--- src/rtl/i2c_scl_scheduler.sv ---
// SCL quarter-phase scheduler: divides clk into four equal phases per SCL period,
// drives the open-drain SCL request and freezes phase 2 while a slave stretches the clock.
module i2c_scl_scheduler #(
    parameter int INPUT_CLOCK_SPEED = 50000000,
    parameter int SCL_SPEED         = 100000,
    parameter int STRETCH_TIMEOUT   = 0
) (
    input  logic       inputClock,
    input  logic       reset_n,
    input  logic       enable,
    input  logic       sclIn,
    output logic       sclOut,
    output logic [1:0] phase,
    output logic       phaseStrobe,
    output logic       busy,
    output logic       stretched,
    output logic       timeoutErr
);
    localparam int QUARTER = INPUT_CLOCK_SPEED / (SCL_SPEED * 4);
    localparam int CW      = (QUARTER < 2) ? 1 : $clog2(QUARTER);
    localparam int SW      = (STRETCH_TIMEOUT < 1) ? 1 : $clog2(STRETCH_TIMEOUT + 1);
    localparam logic [CW-1:0] Q_LAST = CW'(QUARTER - 1);
    localparam logic [SW-1:0] T_LAST = SW'((STRETCH_TIMEOUT > 0) ? STRETCH_TIMEOUT - 1 : 0);

    if (QUARTER < 2) begin : g_quarter_check
        $error("i2c_scl_scheduler: QUARTER must be at least 2");
    end

    // state   | meaning
    // IDLE    | SCL released, waiting for enable
    // RUN     | counting quarter-phases
    // STRETCH | phase 2 frozen while a slave holds SCL low
    typedef enum logic [1:0] {IDLE, RUN, STRETCH} state_t;

    state_t        state;
    logic [CW-1:0] cnt;
    logic [SW-1:0] scnt;

    always_ff @(posedge inputClock or negedge reset_n) begin
        if (!reset_n) begin
            state       <= IDLE;
            cnt         <= '0;
            scnt        <= '0;
            sclOut      <= 1'b1;
            phase       <= 2'd3;
            phaseStrobe <= 1'b0;
            busy        <= 1'b0;
            stretched   <= 1'b0;
            timeoutErr  <= 1'b0;
        end else begin
            phaseStrobe <= 1'b0;
            timeoutErr  <= 1'b0;
            case (state)
                IDLE: begin
                    cnt  <= '0;
                    scnt <= '0;
                    if (enable) begin
                        state       <= RUN;
                        phase       <= 2'd0;
                        sclOut      <= 1'b0;
                        phaseStrobe <= 1'b1;
                        busy        <= 1'b1;
                    end
                end
                RUN, STRETCH: begin
                    // A low bus in phase 2 does not count toward the quarter.
                    if (phase == 2'd2 && !sclIn) begin
                        if (STRETCH_TIMEOUT != 0 && state == STRETCH && scnt == T_LAST) begin
                            state      <= IDLE;
                            cnt        <= '0;
                            scnt       <= '0;
                            sclOut     <= 1'b1;
                            phase      <= 2'd3;
                            busy       <= 1'b0;
                            stretched  <= 1'b0;
                            timeoutErr <= 1'b1;
                        end else begin
                            state     <= STRETCH;
                            stretched <= 1'b1;
                            if (state == STRETCH) begin
                                scnt <= scnt + 1'b1;
                            end
                        end
                    end else begin
                        state     <= RUN;
                        stretched <= 1'b0;
                        scnt      <= '0;
                        if (cnt == Q_LAST) begin
                            cnt <= '0;
                            case (phase)
                                2'd0: begin
                                    phase       <= 2'd1;
                                    phaseStrobe <= 1'b1;
                                end
                                2'd1: begin
                                    phase       <= 2'd2;
                                    sclOut      <= 1'b1;
                                    phaseStrobe <= 1'b1;
                                end
                                2'd2: begin
                                    phase       <= 2'd3;
                                    phaseStrobe <= 1'b1;
                                end
                                default: begin
                                    if (enable) begin
                                        phase       <= 2'd0;
                                        sclOut      <= 1'b0;
                                        phaseStrobe <= 1'b1;
                                    end else begin
                                        state <= IDLE;
                                        busy  <= 1'b0;
                                    end
                                end
                            endcase
                        end else begin
                            cnt <= cnt + 1'b1;
                        end
                    end
                end
                default: state <= IDLE;
            endcase
        end
    end
endmodule

--- config.mk ---
export PLATFORM = sky130hd
export DESIGN_NAME = i2c_scl_scheduler
export DESIGN_NICKNAME = d
export VERILOG_FILES = /design/src/rtl/i2c_scl_scheduler.sv
export SDC_FILE = /design/constraint.sdc
export NUM_CORES = 1
export LEC_CHECK = 0
export CORE_UTILIZATION = 45
export CTS_CLUSTER_SIZE = 28
export DETAILED_ROUTE_END_ITERATION = 8
export PLACE_DENSITY_LB_ADDON = 0.15
export SLEW_MARGIN = 5
export SYNTH_ARGS = -nofsm -noshare
export SYNTH_HDL_FRONTEND = slang
export SYNTH_SLANG_ARGS = --single-unit
export TNS_END_PERCENT = 10
--- constraint.sdc ---
create_clock -name inputClock -period 4.5 [get_ports inputClock]
set_input_delay 0.9 -clock inputClock [delete_from_list [all_inputs] [get_ports inputClock]]
set_output_delay 0.9 -clock inputClock [all_outputs]
set_load 0.1 [all_outputs]
==> report_table.html, run 1 <==
<table>
<tr><th>Metric</th><th>Value</th></tr>
<tr><th colspan="2">Layout</th></tr>
<tr><td>Nets@finish</td><td>120</td></tr>
<tr><td>Area growth, synth to finish</td><td>12.32%</td></tr>
<tr><td>Diodes inserted</td><td>0</td></tr>
<tr><td>Fillers</td><td>184</td></tr>
<tr><td>Post-route design area</td><td>1072 um^2</td></tr>
<tr><td>End-of-flow core utilization</td><td>54.10%</td></tr>
<tr><td>Layout cells sized above 1</td><td>11.21%</td></tr>
<tr><th colspan="2">Pwr</th></tr>
<tr><td>Power spent charging and discharging nets</td><td>0.0001531 W</td></tr>
<tr><td>Switching part of the total</td><td>37.54%</td></tr>
<tr><td>Internal power of the cells</td><td>0.0002548 W</td></tr>
<tr><td>Reg power frac</td><td>47.4%</td></tr>
<tr><td>PwrDens</td><td>380.4 nW/um^2</td></tr>
<tr><td>Standby leakage power</td><td>0.4417 nW</td></tr>
<tr><td>Worst supply voltage drop on vdd</td><td>0.0002671 V</td></tr>
<tr><td>Proportion of power drawn by combinational gates</td><td>33.7%</td></tr>
<tr><td>Relative contribution of the clock network to total power</td><td>19.0%</td></tr>
<tr><th colspan="2">Synth</th></tr>
<tr><td>Post-synthesis adder-cell area fraction</td><td>10.48%</td></tr>
<tr><td>Parity-gate share of the synthesized area counting xor and xnor cells</td><td>0%</td></tr>
<tr><td>Simple-Gate Fraction of Synth Area</td><td>20.45%</td></tr>
<tr><td>Post-synth EDFFs</td><td>0</td></tr>
<tr><td>Top cells by count, synth</td><td>sky130_fd_sc_hd__dfrtp_1, sky130_fd_sc_hd__nand2_1, sky130_fd_sc_hd__ha_1, sky130_fd_sc_hd__nand3_1</td></tr>
<tr><td>Average cell area after synthesis</td><td>9.643 um^2</td></tr>
<tr><td>Fraction of post-synthesis cell area in the top cell type by area</td><td>31.45%</td></tr>
<tr><td>Sequential element share of the synthesized area</td><td>39.71%</td></tr>
<tr><td>Share of the synthesized area in compound gates (AO/OA/AOI/OAI)</td><td>20.45%</td></tr>
<tr><td>Combinational family with the most area after synthesis</td><td>compound AO/OA/AOI/OAI gates</td></tr>
<tr><td>Number of distinct library cells after synthesis</td><td>37</td></tr>
<tr><td>Most common cell in the synthesized netlist</td><td>sky130_fd_sc_hd__dfrtp_1</td></tr>
<tr><td>Post-synthesis instance area</td><td>954.7 um^2</td></tr>
<tr><td>Primary FF master, synth</td><td>sky130_fd_sc_hd__dfrtp_1</td></tr>
<tr><td>Yosys reg bits</td><td>15</td></tr>
<tr><td>Number of nets produced by synthesis</td><td>111</td></tr>
<tr><td>Syn Inst Count</td><td>99</td></tr>
<tr><td>Most area-consuming cells after synthesis</td><td>sky130_fd_sc_hd__dfrtp_1, sky130_fd_sc_hd__ha_1, sky130_fd_sc_hd__dfstp_2</td></tr>
<tr><td>Largest area contributor in the synthesized netlist</td><td>sky130_fd_sc_hd__dfrtp_1</td></tr>
<tr><td>Synth async-reset ratio</td><td>100.0%</td></tr>
<tr><td>Synthesis Warnings</td><td>0</td></tr>
<tr><td>Proportion of synthesized area in mux cells</td><td>2.228%</td></tr>
<tr><th colspan="2">STA</th></tr>
<tr><td>Setup TNS</td><td>0 ps</td></tr>
<tr><td>Largest clock skew in the final design</td><td>2.727 ps</td></tr>
<tr><td>Ratio of final minimum period to clock period</td><td>64.14%</td></tr>
<tr><td>Max frequency</td><td>0.3465 GHz</td></tr>
<tr><td>Min Tclk post-route</td><td>2886 ps</td></tr>
<tr><td>Unrepaired setup endpoints after global routing</td><td>no</td></tr>
<tr><td>Final Hold Fails</td><td>0</td></tr>
<tr><td>Max-slew violations</td><td>0</td></tr>
<tr><td>Total setup violations reported at the end of the flow</td><td>0</td></tr>
<tr><td>Worst-margin pin slew</td><td>964.5 ps</td></tr>
<tr><td>Slew HR</td><td>35.50%</td></tr>
<tr><th colspan="2">Critical path</th></tr>
<tr><td>Category of the critical setup timing path</td><td>reg -&gt; out</td></tr>
<tr><td>Crit start category</td><td>flop</td></tr>
<tr><td>Worst Path Max Fanout</td><td>4</td></tr>
<tr><td>Capturing element type of the critical path</td><td>primary output</td></tr>
<tr><td>Combined buffer and inverter count along the critical path</td><td>1</td></tr>
<tr><td>Largest delay contributor family on the critical path</td><td>buffers and inverters</td></tr>
<tr><td>Cells traversed along the worst timing path</td><td>clkdlybuf4s50_1</td></tr>
<tr><td>Worst Path Required</td><td>3600 ps</td></tr>
<tr><td>Data arrival time of the critical path</td><td>1990 ps</td></tr>
<tr><td>Critical path's largest stage delay</td><td>1130 ps</td></tr>
<tr><td>Cell at the slowest stage of the critical path</td><td>sky130_fd_sc_hd__clkdlybuf4s50_1</td></tr>
<tr><th colspan="2">Global routing</th></tr>
<tr><td>Antenna violations before repair</td><td>0</td></tr>
<tr><td>Number of global-route vias before repair</td><td>671</td></tr>
<tr><td>Maximum number of pins on one net before global-route repair</td><td>21</td></tr>
<tr><td>Overflow after GRT</td><td>0</td></tr>
<tr><td>Global-route wire length before repair</td><td>3.042 mm</td></tr>
<tr><td>GRT Resource Usage Total</td><td>20.00%</td></tr>
<tr><th colspan="2">Clocking</th></tr>
<tr><td>Root buffer cell</td><td>sky130_fd_sc_hd__clkbuf_4</td></tr>
<tr><td>CTS Hold Buffers Added</td><td>0</td></tr>
<tr><td>H-Tree Level Count</td><td>1</td></tr>
<tr><td>CTS Buffer Depth</td><td>2</td></tr>
<tr><td># clock sinks</td><td>15</td></tr>
<tr><td>Post-CTS repair timing setup buffer count</td><td>0</td></tr>
<tr><td>CTS tree</td><td>done</td></tr>
<tr><td>Source-to-sink clock delay at the later pin of the worst-skew pair</td><td>290 ps</td></tr>
<tr><td>Number of buffers inserted during clock tree synthesis</td><td>3</td></tr>
<tr><td>Resized cells post-CTS</td><td>0</td></tr>
<tr><td>Worst-path clk slew</td><td>90 ps</td></tr>
<tr><th colspan="2">Floorplan</th></tr>
<tr><td>Overall die height</td><td>48.06 um</td></tr>
<tr><td>Die outline area</td><td>2310 um^2</td></tr>
<tr><td>Core Rows</td><td>16</td></tr>
<tr><td>Num ports</td><td>11</td></tr>
<tr><td>Die W</td><td>48.06 um</td></tr>
<tr><td>Std-Cell Core Area</td><td>1982 um^2</td></tr>
<tr><td>Initial cell density of the core</td><td>48.17%</td></tr>
<tr><th colspan="2">Outcome</th></tr>
<tr><td>Status</td><td>completed</td></tr>
<tr><th colspan="2">Detailed routing</th></tr>
<tr><td>DR iter-0 viols</td><td>15</td></tr>
<tr><td>Wire length reported by the detailed router</td><td>1.957 mm</td></tr>
<tr><td>Via Count</td><td>769</td></tr>
<tr><td>Detail Route Antenna Nets</td><td>0</td></tr>
<tr><td>First-pass iteration count of the detailed router</td><td>4</td></tr>
<tr><td>Routed wire length per instance</td><td>14.60 um</td></tr>
<tr><td>DRC viols</td><td>0</td></tr>
<tr><td>Vias/cell</td><td>5.739</td></tr>
<tr><th colspan="2">Placement</th></tr>
<tr><td>Number of I/O port buffers</td><td>9</td></tr>
<tr><td>Post-DP HPWL</td><td>1.426 mm</td></tr>
<tr><td>Final estimated routing congestion in global placement</td><td>0.8128</td></tr>
<tr><td>Placed cell areas</td><td>1045 um^2</td></tr>
<tr><th colspan="2">Run</th></tr>
<tr><td>Maximum Capacitance Violations</td><td>0</td></tr>
<tr><th colspan="2">Hold path</th></tr>
<tr><td>Class of the tightest hold or removal check</td><td>reg -&gt; reg</td></tr>
</table>
[power by group through the flow]
stage	Combinational, W	Sequential [W]	Clock (W)
floorplan	0.0000948	0.000205	0
global placement	0.000134	0.000195	0
detailed placement	0.000137	0.000196	0
CTS	0.000138	0.000193	0.0000800
global route	0.000151	0.000198	0.0000863
finish	0.000137	0.000193	0.0000774
[cell families (layout without fill, tap and decap cells)]
group | after synthesis | count (layout)
and+or+nand+nor | 34 | 34
buffers and inverters | 12 | 20
AOI/OAI and AO/OA | 27 | 27
other | 1 | 1
adders and majority gates | 8 | 8
muxes | 2 | 2
DFF | 15 | 15
[area by class of cell]
class                      instances  area, um^2  area share, %
clock inverter                     1       5.005         0.4667
sequential                        15       379.1          35.36
clock buffer                       3       22.52          2.100
tap                               27       33.78          3.151
multi-input combinational         72       515.5          48.07
timing repair buffer               9       90.09          8.401
inverter                           7       26.28          2.450
[metrics by stage]
step	std cells	hold slack (ps)	power (W)	setup WS (ps)
2_1_floorplan	99	499.5	0.0003001	2269
3_3_place_gp	130	495.9	0.0003290	1940
3_5_place_dp	130	512.5	0.0003327	1901
4_1_cts	134	535.2	0.0004107	1601
5_1_grt	134	566.2	0.0004351	1553
6_report	134	528.7	0.0004079	1614
[flip-flops by register name (all words and copies together), names as in the netlist]
name         cells
phase            2
state            2
cnt              7
stretched        1
busy             1
phaseStrobe      1
sclOut           1
[layer usage]
| layer | vias up | wire length [um] | GRT usage [%] |
|---|---|---|---|
| met5 | - | 0 | 0 |
| met4 | 0 | 25 | 6.667 |
| met3 | 4 | 88 | 5.660 |
| met2 | 17 | 964 | 33.24 |
| met1 | 362 | 878 | 24.88 |
| li1 | 386 | - | - |
[path summary, 6_finish.rpt]
| kind | start | to | slack (ps) | cells after the start |
|---|---|---|---|---|
| max in group asynchronous | reset_n | cnt[5] | 3050 | 1 |
| setup reg to reg | phase[0] | cnt[4] | 2400 | 6 |
| min in group asynchronous | reset_n | state[0] | 1020 | 1 |
| setup / recovery | phase[0] | phase[0] | 1610 | 1 |
| hold reg to reg | stretched | stretched | 530 | 1 |
| hold / removal | stretched | stretched | 530 | 1 |
[cell usage in the layout, fill, tap and decap left out, types with 2 or more instances in the layout]
master / count
sky130_fd_sc_hd__dfrtp_1: 12
sky130_fd_sc_hd__nand2_1: 9
sky130_fd_sc_hd__clkdlybuf4s50_1: 9
sky130_fd_sc_hd__nand3_1: 8
sky130_fd_sc_hd__ha_1: 8
sky130_fd_sc_hd__inv_1: 7
sky130_fd_sc_hd__o21ai_0: 7
sky130_fd_sc_hd__a21oi_1: 3
sky130_fd_sc_hd__nor3_1: 3
sky130_fd_sc_hd__a32o_1: 3
sky130_fd_sc_hd__o41ai_1: 3
sky130_fd_sc_hd__clkbuf_4: 3
sky130_fd_sc_hd__dfstp_2: 3
sky130_fd_sc_hd__and2b_1: 2
sky130_fd_sc_hd__nor2_1: 2
sky130_fd_sc_hd__nor2b_1: 2
sky130_fd_sc_hd__a31o_2: 2
sky130_fd_sc_hd__a2bb2oi_1: 2
Power figures use the tool's default switching activity.
==> run 2: changes to the inputs <==
==> constraint.sdc (replaced) <==
create_clock -name inputClock -period 3.01 [get_ports inputClock]
set_input_delay 0.602 -clock inputClock [delete_from_list [all_inputs] [get_ports inputClock]]
set_output_delay 0.602 -clock inputClock [all_outputs]
set_load 0.1 [all_outputs]
==> run 2 against run 1 <==
Compared with the run above: count of clock-buffer cells in the layout up 1; sequential power rose by 50%; non-clock buffer count is the same; critical endpoint is now cnt[4]; largest cell class unchanged.
==> report_table.html, run 2 (same netlist as run 1, synthesis figures left out) <==
<table>
<tr><th>Metric</th><th>Value</th></tr>
<tr><th colspan="2">Critical path</th></tr>
<tr><td>Data arrival time of the critical path</td><td>2260 ps (+270 ps)</td></tr>
<tr><td>Capturing element type of the critical path</td><td>flop</td></tr>
<tr><td>Category of the critical setup timing path</td><td>reg -&gt; reg</td></tr>
<tr><td>Crit start category</td><td>flop</td></tr>
<tr><td>Worst Path Max Fanout</td><td>6 (+2)</td></tr>
<tr><td>Worst Path Required</td><td>3190 ps (-410 ps)</td></tr>
<tr><th colspan="2">Detailed routing</th></tr>
<tr><td>Detail Route Antenna Nets</td><td>0 (unchanged)</td></tr>
<tr><td>Via Count</td><td>778 (+1.2%)</td></tr>
<tr><td>DRC viols</td><td>0 (unchanged)</td></tr>
<tr><td>Routed wire length per instance</td><td>14.07 um (-3.7%)</td></tr>
<tr><td>First-pass iteration count of the detailed router</td><td>4 (unchanged)</td></tr>
<tr><td>Wire length reported by the detailed router</td><td>1.885 mm (-3.7%)</td></tr>
<tr><td>DR iter-0 viols</td><td>25 (+10)</td></tr>
<tr><td>Vias/cell</td><td>5.806 (+1.2%)</td></tr>
<tr><th colspan="2">Placement</th></tr>
<tr><td>Final estimated routing congestion in global placement</td><td>0.7956 (-2.1%)</td></tr>
<tr><td>Post-placement cell count</td><td>130 (unchanged)</td></tr>
<tr><td>Post-DP HPWL</td><td>1.377 mm (-3.4%)</td></tr>
<tr><td>Number of I/O port buffers</td><td>9 (unchanged)</td></tr>
<tr><th colspan="2">Global routing</th></tr>
<tr><td>Overflow after GRT</td><td>0 (unchanged)</td></tr>
<tr><td>GRT Resource Usage Total</td><td>18.80% (-1.2 points)</td></tr>
<tr><td>Global-route wire length before repair</td><td>2.870 mm (-5.7%)</td></tr>
<tr><td>Antenna violations before repair</td><td>0 (unchanged)</td></tr>
<tr><td>Maximum number of pins on one net before global-route repair</td><td>21 (unchanged)</td></tr>
<tr><td>Number of global-route vias before repair</td><td>661 (-1.5%)</td></tr>
<tr><th colspan="2">STA</th></tr>
<tr><td>Ratio of final minimum period to clock period</td><td>69.15%</td></tr>
<tr><td>Final Hold Fails</td><td>0 (unchanged)</td></tr>
<tr><td>Max frequency</td><td>0.4804 GHz</td></tr>
<tr><td>Total setup violations reported at the end of the flow</td><td>0 (unchanged)</td></tr>
<tr><td>Setup TNS</td><td>0 ps (unchanged)</td></tr>
<tr><td>Worst-margin pin slew</td><td>672.5 ps (-291.9 ps)</td></tr>
<tr><td>Min Tclk post-route</td><td>2081 ps</td></tr>
<tr><td>Largest clock skew in the final design</td><td>4.040 ps (+1.313 ps)</td></tr>
<tr><td>Unrepaired setup endpoints after global routing</td><td>no</td></tr>
<tr><td>Slew HR</td><td>55.02% (+20 points)</td></tr>
<tr><td>Max-slew violations</td><td>0 (unchanged)</td></tr>
<tr><th colspan="2">Layout</th></tr>
<tr><td>Area growth, synth to finish</td><td>10.62%</td></tr>
<tr><td>End-of-flow core utilization</td><td>53.28% (-0.82 points)</td></tr>
<tr><td>Commonest non-fill, non-tap cell in the layout</td><td>sky130_fd_sc_hd__dfrtp_1</td></tr>
<tr><td>Nets@finish</td><td>120 (unchanged)</td></tr>
<tr><td>Diodes inserted</td><td>0 (unchanged)</td></tr>
<tr><td>Non-filler instance count after layout</td><td>134 (unchanged)</td></tr>
<tr><td>Max FFs per register</td><td>7 (unchanged)</td></tr>
<tr><td>Largest registers</td><td>cnt (7), phase (2), state (2)</td></tr>
<tr><td>Most used cells in the layout excluding fill and tap cells</td><td>sky130_fd_sc_hd__dfrtp_1, sky130_fd_sc_hd__nand2_1, sky130_fd_sc_hd__nand3_1, sky130_fd_sc_hd__ha_1</td></tr>
<tr><td>Top reg by flops</td><td>cnt</td></tr>
<tr><td>Layout cells sized above 1</td><td>15.89% (+4.7 points)</td></tr>
<tr><th colspan="2">Pwr</th></tr>
<tr><td>Standby leakage power</td><td>0.4467 nW (+1.1%)</td></tr>
<tr><td>Worst supply voltage drop on vdd</td><td>0.0004054 V (+52%)</td></tr>
<tr><td>PwrDens</td><td>575.0 nW/um^2 (+51%)</td></tr>
<tr><th colspan="2">Floorplan</th></tr>
<tr><td>Std-Cell Core Area</td><td>1982 um^2 (unchanged)</td></tr>
<tr><td>Die W</td><td>48.06 um (unchanged)</td></tr>
<tr><td>Num ports</td><td>11 (unchanged)</td></tr>
<tr><td>Overall die height</td><td>48.06 um (unchanged)</td></tr>
<tr><td>Core Rows</td><td>16 (unchanged)</td></tr>
<tr><td>Initial cell density of the core</td><td>48.17% (unchanged)</td></tr>
<tr><td>Die outline area</td><td>2310 um^2 (unchanged)</td></tr>
<tr><th colspan="2">Clocking</th></tr>
<tr><td>CTS Buffer Depth</td><td>2 (unchanged)</td></tr>
<tr><td>Resized cells post-CTS</td><td>0 (unchanged)</td></tr>
<tr><td>CTS Hold Buffers Added</td><td>0 (unchanged)</td></tr>
<tr><td>Worst-path clk slew</td><td>80 ps (about the same)</td></tr>
<tr><td>Root buffer cell</td><td>sky130_fd_sc_hd__clkbuf_4</td></tr>
<tr><td>CTS tree</td><td>done</td></tr>
<tr><td>Source-to-sink clock delay at the later pin of the worst-skew pair</td><td>280 ps (about the same)</td></tr>
<tr><td>Number of buffers inserted during clock tree synthesis</td><td>3 (unchanged)</td></tr>
<tr><td>Post-CTS repair timing setup buffer count</td><td>0 (unchanged)</td></tr>
<tr><td># clock sinks</td><td>15 (unchanged)</td></tr>
<tr><td>H-Tree Level Count</td><td>1 (unchanged)</td></tr>
<tr><th colspan="2">Outcome</th></tr>
<tr><td>Status</td><td>completed</td></tr>
<tr><th colspan="2">Run</th></tr>
<tr><td>Maximum Capacitance Violations</td><td>0 (unchanged)</td></tr>
<tr><th colspan="2">Hold path</th></tr>
<tr><td>Class of the tightest hold or removal check</td><td>reg -&gt; reg</td></tr>
</table>
==> run 2: cell count changes in the layout (fill, tap and decap cells not counted), sizes merged <==
| cell | previous run | this run |
|---|---|---|
| buf | 0 | 6 |
| clkinv | 1 | 0 |
| clkdlybuf4s50 | 9 | 3 |
| clkbuf | 3 | 4 |
==> run 2: cell type report <==
class | count | area, um^2
repair buffers | 9 | 75.07
inverters | 7 | 26.28
flip-flops and latches | 15 | 379.1
clock buffers | 4 | 26.28
multi-input cells | 72 | 515.5
well taps | 27 | 33.78
fillers | 167 | 925.9
==> run 2: stage by stage <==
stage	worst slack (ps)	total power [W]	cell area [um^2]	hold slack [ps]
finish	928.6	0.0006072	1056	509.3
CTS	924.1	0.0006139	1056	517.4
global route	707.5	0.0006492	1056	541.7
detailed placement	682.2	0.0004984	1030	505.0
floorplan	779.3	0.0004487	954.7	306.4
global placement	779.9	0.0004933	1030	498.7
==> run 2: path summary, 6_finish.rpt <==
check / startpoint / depth (start not counted) / slack (ps) / to
worst max register to register: phase[0] / 6 / 930 / cnt[4]
worst min register to register: sclOut / 2 / 510 / sclOut
max in group asynchronous: reset_n / 1 / 1860 / cnt[5]
worst max-delay path: phase[0] / 6 / 930 / cnt[4]
min in group asynchronous: reset_n / 1 / 720 / phaseStrobe
worst min-delay path: sclOut / 2 / 510 / sclOut
==> run 2: power by group <==
part,internal (W),switching (W)
combinational,0.0000885,0.000116
sequential,0.000242,0.0000479
clock,0.0000515,0.0000613
==> run 2: critical path: stages (launching register included) <==
cell and delay [ps]:
sky130_fd_sc_hd__dfstp_2 560, sky130_fd_sc_hd__inv_1 70, sky130_fd_sc_hd__ha_1 250, sky130_fd_sc_hd__and2b_1 240
sky130_fd_sc_hd__nor2_1 340, sky130_fd_sc_hd__nand2_1 160, sky130_fd_sc_hd__o41ai_1 350
==> run 2: routing by layer <==
metal / wire [um] / vias to the layer above / part of all wire, % / GRT usage, %
li1: - / 385 / - / -
met1: 901 / 374 / 48 / 23.61
met2: 898 / 15 / 48 / 29.73
met3: 58 / 4 / 3.1 / 5.660
met4: 26 / 0 / 1.4 / 8.333
met5: 0 / - / 0 / 0
==> run 3: changes to the inputs <==
==> constraint.sdc (replaced) <==
create_clock -name inputClock -period 1.9 [get_ports inputClock]
set_input_delay 0.38 -clock inputClock [delete_from_list [all_inputs] [get_ports inputClock]]
set_output_delay 0.38 -clock inputClock [all_outputs]
set_load 0.1 [all_outputs]
==> run 3 against run 2 <==
Compared with the run above: sequential share of layout area decreased by 3.9 points; total power increased by 72%; non-clock buffer count increased by 5; critical path type unchanged; sequential cell count unchanged; wire length increased by 7.8%; clock skew decreased by 2.7 ps; count of clock-buffer cells in the layout decreased by 1; first-iteration DRC count increased by 36%; die area unchanged.
==> report_table.html, run 3 (same netlist as run 1, synthesis figures left out) <==
<table>
<tr><th>Metric</th><th>Value</th></tr>
<tr><th colspan="2">Critical path</th></tr>
<tr><td>Cell at the slowest stage of the critical path</td><td>sky130_fd_sc_hd__dfstp_4</td></tr>
<tr><td>Register-to-register setup slack</td><td>80 ps (-850 ps)</td></tr>
<tr><td>Largest delay contributor family on the critical path</td><td>flip-flops</td></tr>
<tr><td>Cells traversed along the worst timing path</td><td>ha_4 &gt; and2b_2 &gt; nor2_4 &gt; buf_4 &gt; a32o_1 &gt; a31o_2</td></tr>
<tr><td>Category of the critical setup timing path</td><td>reg -&gt; reg</td></tr>
<tr><td>Critical path's largest stage delay</td><td>670 ps (+110 ps)</td></tr>
<tr><td>Worst Path Required</td><td>2080 ps (-1110 ps)</td></tr>
<tr><td>Data arrival time of the critical path</td><td>2000 ps (-260 ps)</td></tr>
<tr><td>Capturing element type of the critical path</td><td>flop</td></tr>
<tr><td>Worst Path Max Fanout</td><td>5 (-1)</td></tr>
<tr><td>Crit start category</td><td>flop</td></tr>
<tr><td>Combined buffer and inverter count along the critical path</td><td>1 (unchanged)</td></tr>
<tr><th colspan="2">Layout</th></tr>
<tr><td>Area growth, synth to finish</td><td>26.47%</td></tr>
<tr><td>Layout cells sized above 1</td><td>29.46% (+14 points)</td></tr>
<tr><td>Top reg by flops</td><td>cnt</td></tr>
<tr><td>Nets@finish</td><td>125 (+4.2%)</td></tr>
<tr><td>Fillers</td><td>160 (-4.2%)</td></tr>
<tr><td>Commonest non-fill, non-tap cell in the layout</td><td>sky130_fd_sc_hd__dfrtp_1</td></tr>
<tr><td>Footprint of the multi-input gates</td><td>570.5 um^2 (+11%)</td></tr>
<tr><td>Max FFs per register</td><td>7 (unchanged)</td></tr>
<tr><td>Storage cell area</td><td>386.6 um^2 (+2.0%)</td></tr>
<tr><td>Largest registers</td><td>cnt (7), phase (2), state (2)</td></tr>
<tr><td>Most used cells in the layout excluding fill and tap cells</td><td>sky130_fd_sc_hd__dfrtp_1, sky130_fd_sc_hd__nand2_1, sky130_fd_sc_hd__nand3_1</td></tr>
<tr><td>Diodes inserted</td><td>0 (unchanged)</td></tr>
<tr><td>Non-filler instance count after layout</td><td>139 (+3.7%)</td></tr>
<tr><th colspan="2">STA</th></tr>
<tr><td>Ratio of final minimum period to clock period</td><td>95.93% (+27 points)</td></tr>
<tr><td>Min Tclk post-route</td><td>1823 ps (-258.8 ps)</td></tr>
<tr><td>Final Hold Fails</td><td>0 (unchanged)</td></tr>
<tr><td>Worst setup margin</td><td>77.39 ps (-851.2 ps)</td></tr>
<tr><td>Unrepaired setup endpoints after global routing</td><td>no</td></tr>
<tr><td>Largest clock skew in the final design</td><td>1.334 ps (-2.706 ps)</td></tr>
<tr><td>Setup TNS</td><td>0 ps (unchanged)</td></tr>
<tr><td>Total setup violations reported at the end of the flow</td><td>0 (unchanged)</td></tr>
<tr><td>Max-slew violations</td><td>0 (unchanged)</td></tr>
<tr><td>Max frequency</td><td>0.5487 GHz (+14%)</td></tr>
<tr><th colspan="2">Floorplan</th></tr>
<tr><td>Die outline area</td><td>2310 um^2 (unchanged)</td></tr>
<tr><td>Core Rows</td><td>16 (unchanged)</td></tr>
<tr><td>Std-Cell Core Area</td><td>1982 um^2 (unchanged)</td></tr>
<tr><td>Overall die height</td><td>48.06 um (unchanged)</td></tr>
<tr><td>Initial cell density of the core</td><td>48.17% (unchanged)</td></tr>
<tr><td>Die W</td><td>48.06 um (unchanged)</td></tr>
<tr><td>Num ports</td><td>11 (unchanged)</td></tr>
<tr><th colspan="2">Placement</th></tr>
<tr><td>Number of I/O port buffers</td><td>9 (unchanged)</td></tr>
<tr><td>Post-placement cell count</td><td>134 (+3.1%)</td></tr>
<tr><td>Final estimated routing congestion in global placement</td><td>0.8214 (+3.2%)</td></tr>
<tr><td>Pre-CTS setup slack</td><td>28.75 ps (-653.5 ps)</td></tr>
<tr><td>Post-DP HPWL</td><td>1.469 mm (+6.7%)</td></tr>
<tr><th colspan="2">Global routing</th></tr>
<tr><td>Global-route wire length before repair</td><td>3.098 mm (+7.9%)</td></tr>
<tr><td>Antenna violations before repair</td><td>0 (unchanged)</td></tr>
<tr><td>Maximum number of pins on one net before global-route repair</td><td>16 (-24%)</td></tr>
<tr><td>GRT Resource Usage Total</td><td>19.38% (+0.58 points)</td></tr>
<tr><td>Number of global-route vias before repair</td><td>727 (+10%)</td></tr>
<tr><td>Overflow after GRT</td><td>0 (unchanged)</td></tr>
<tr><th colspan="2">Clocking</th></tr>
<tr><td>Worst-path clk slew</td><td>100 ps (+20 ps)</td></tr>
<tr><td>Source-to-sink clock delay at the later pin of the worst-skew pair</td><td>280 ps (about the same)</td></tr>
<tr><td>Root buffer cell</td><td>sky130_fd_sc_hd__clkbuf_4</td></tr>
<tr><td># clock sinks</td><td>15 (unchanged)</td></tr>
<tr><td>CTS tree</td><td>done</td></tr>
<tr><td>H-Tree Level Count</td><td>1 (unchanged)</td></tr>
<tr><td>Number of buffers inserted during clock tree synthesis</td><td>3 (unchanged)</td></tr>
<tr><td>CTS Buffer Depth</td><td>2 (unchanged)</td></tr>
<tr><th colspan="2">Detailed routing</th></tr>
<tr><td>First-pass iteration count of the detailed router</td><td>4 (unchanged)</td></tr>
<tr><td>Vias/cell</td><td>5.669 (-2.4%)</td></tr>
<tr><td>Routed wire length per instance</td><td>14.62 um (+3.9%)</td></tr>
<tr><td>DRC viols</td><td>0 (unchanged)</td></tr>
<tr><td>Detail Route Antenna Nets</td><td>0 (unchanged)</td></tr>
<tr><td>Via Count</td><td>788 (+1.3%)</td></tr>
<tr><td>DR iter-0 viols</td><td>34 (+36%)</td></tr>
<tr><td>Wire length reported by the detailed router</td><td>2.032 mm (+7.8%)</td></tr>
<tr><th colspan="2">Pwr</th></tr>
<tr><td>Worst supply voltage drop on vdd</td><td>0.0007807 V (+93%)</td></tr>
<tr><td>Design Power</td><td>0.001045 W (+72%)</td></tr>
<tr><td>Standby leakage power</td><td>0.5085 nW (+14%)</td></tr>
<tr><td>PwrDens</td><td>865.7 nW/um^2 (+51%)</td></tr>
<tr><th colspan="2">Outcome</th></tr>
<tr><td>Status</td><td>completed</td></tr>
<tr><th colspan="2">Run</th></tr>
<tr><td>Maximum Capacitance Violations</td><td>0 (unchanged)</td></tr>
<tr><th colspan="2">Hold path</th></tr>
<tr><td>Class of the tightest hold or removal check</td><td>in -&gt; async</td></tr>
</table>
## run 3: layout make-up
type                    instances  area share, %
clock buffers                   3          1.865
clock inverters                 1         0.4145
inverters                       7          2.176
multi-input cells              72          47.25
flip-flops and latches         15          32.02
well taps                      27          2.798
repair buffers                 14          13.47
## run 3: timing repair
action                     CTS  global route
setup endpoints to repair    1             4
pin swaps                    0             2
resized for setup            1             5
hold buffers                 0             0
buffers inserted             0             1
## run 3: worst register-to-register path: cells and delay by family, from the launching register on
family                   cells  cell delay (ps)
AO/OA/AOI/OAI                2              450
flip-flops                   1              670
buffers and inverters        1              160
adder cells (fa/ha/maj)      1              160
AND/OR/NAND/NOR              2              290
## run 3: final timing paths
check / startpoint / end / cells after the start
min in group inputClock: stretched / stretched / 1
hold / removal: reset_n / cnt[6] / 2
hold reg to reg: stretched / stretched / 1
setup reg to reg: phase[1] / cnt[5] / 6
max in group asynchronous: reset_n / sclOut / 2
setup / recovery: phase[1] / cnt[5] / 6
## run 3: per-layer routing
metal	track usage [%]	up-vias	wire [um]
li1	-	390	-
met4	6.667	0	15
met2	31.89	27	952
met1	25.52	369	950
met3	3.396	2	114
met5	0	-	0
## run 3: per-stage QoR
stage               hold WS [ps]  utilization [%]  instance area (um^2)
floorplan                  84.41                -                 978.4
global placement           512.9            57.20                  1134
detailed placement         515.0            57.20                  1134
CTS                        399.0            58.96                  1169
global route               424.8            60.92                  1207
finish                     399.6            60.92                  1207
## run 3: report_power, final
part           total (W)  switching (W)  internal, W
Clock           0.000186       0.000108    0.0000780
Sequential      0.000455      0.0000715     0.000383
Combinational   0.000404       0.000215     0.000189
Total            0.00105       0.000395     0.000650
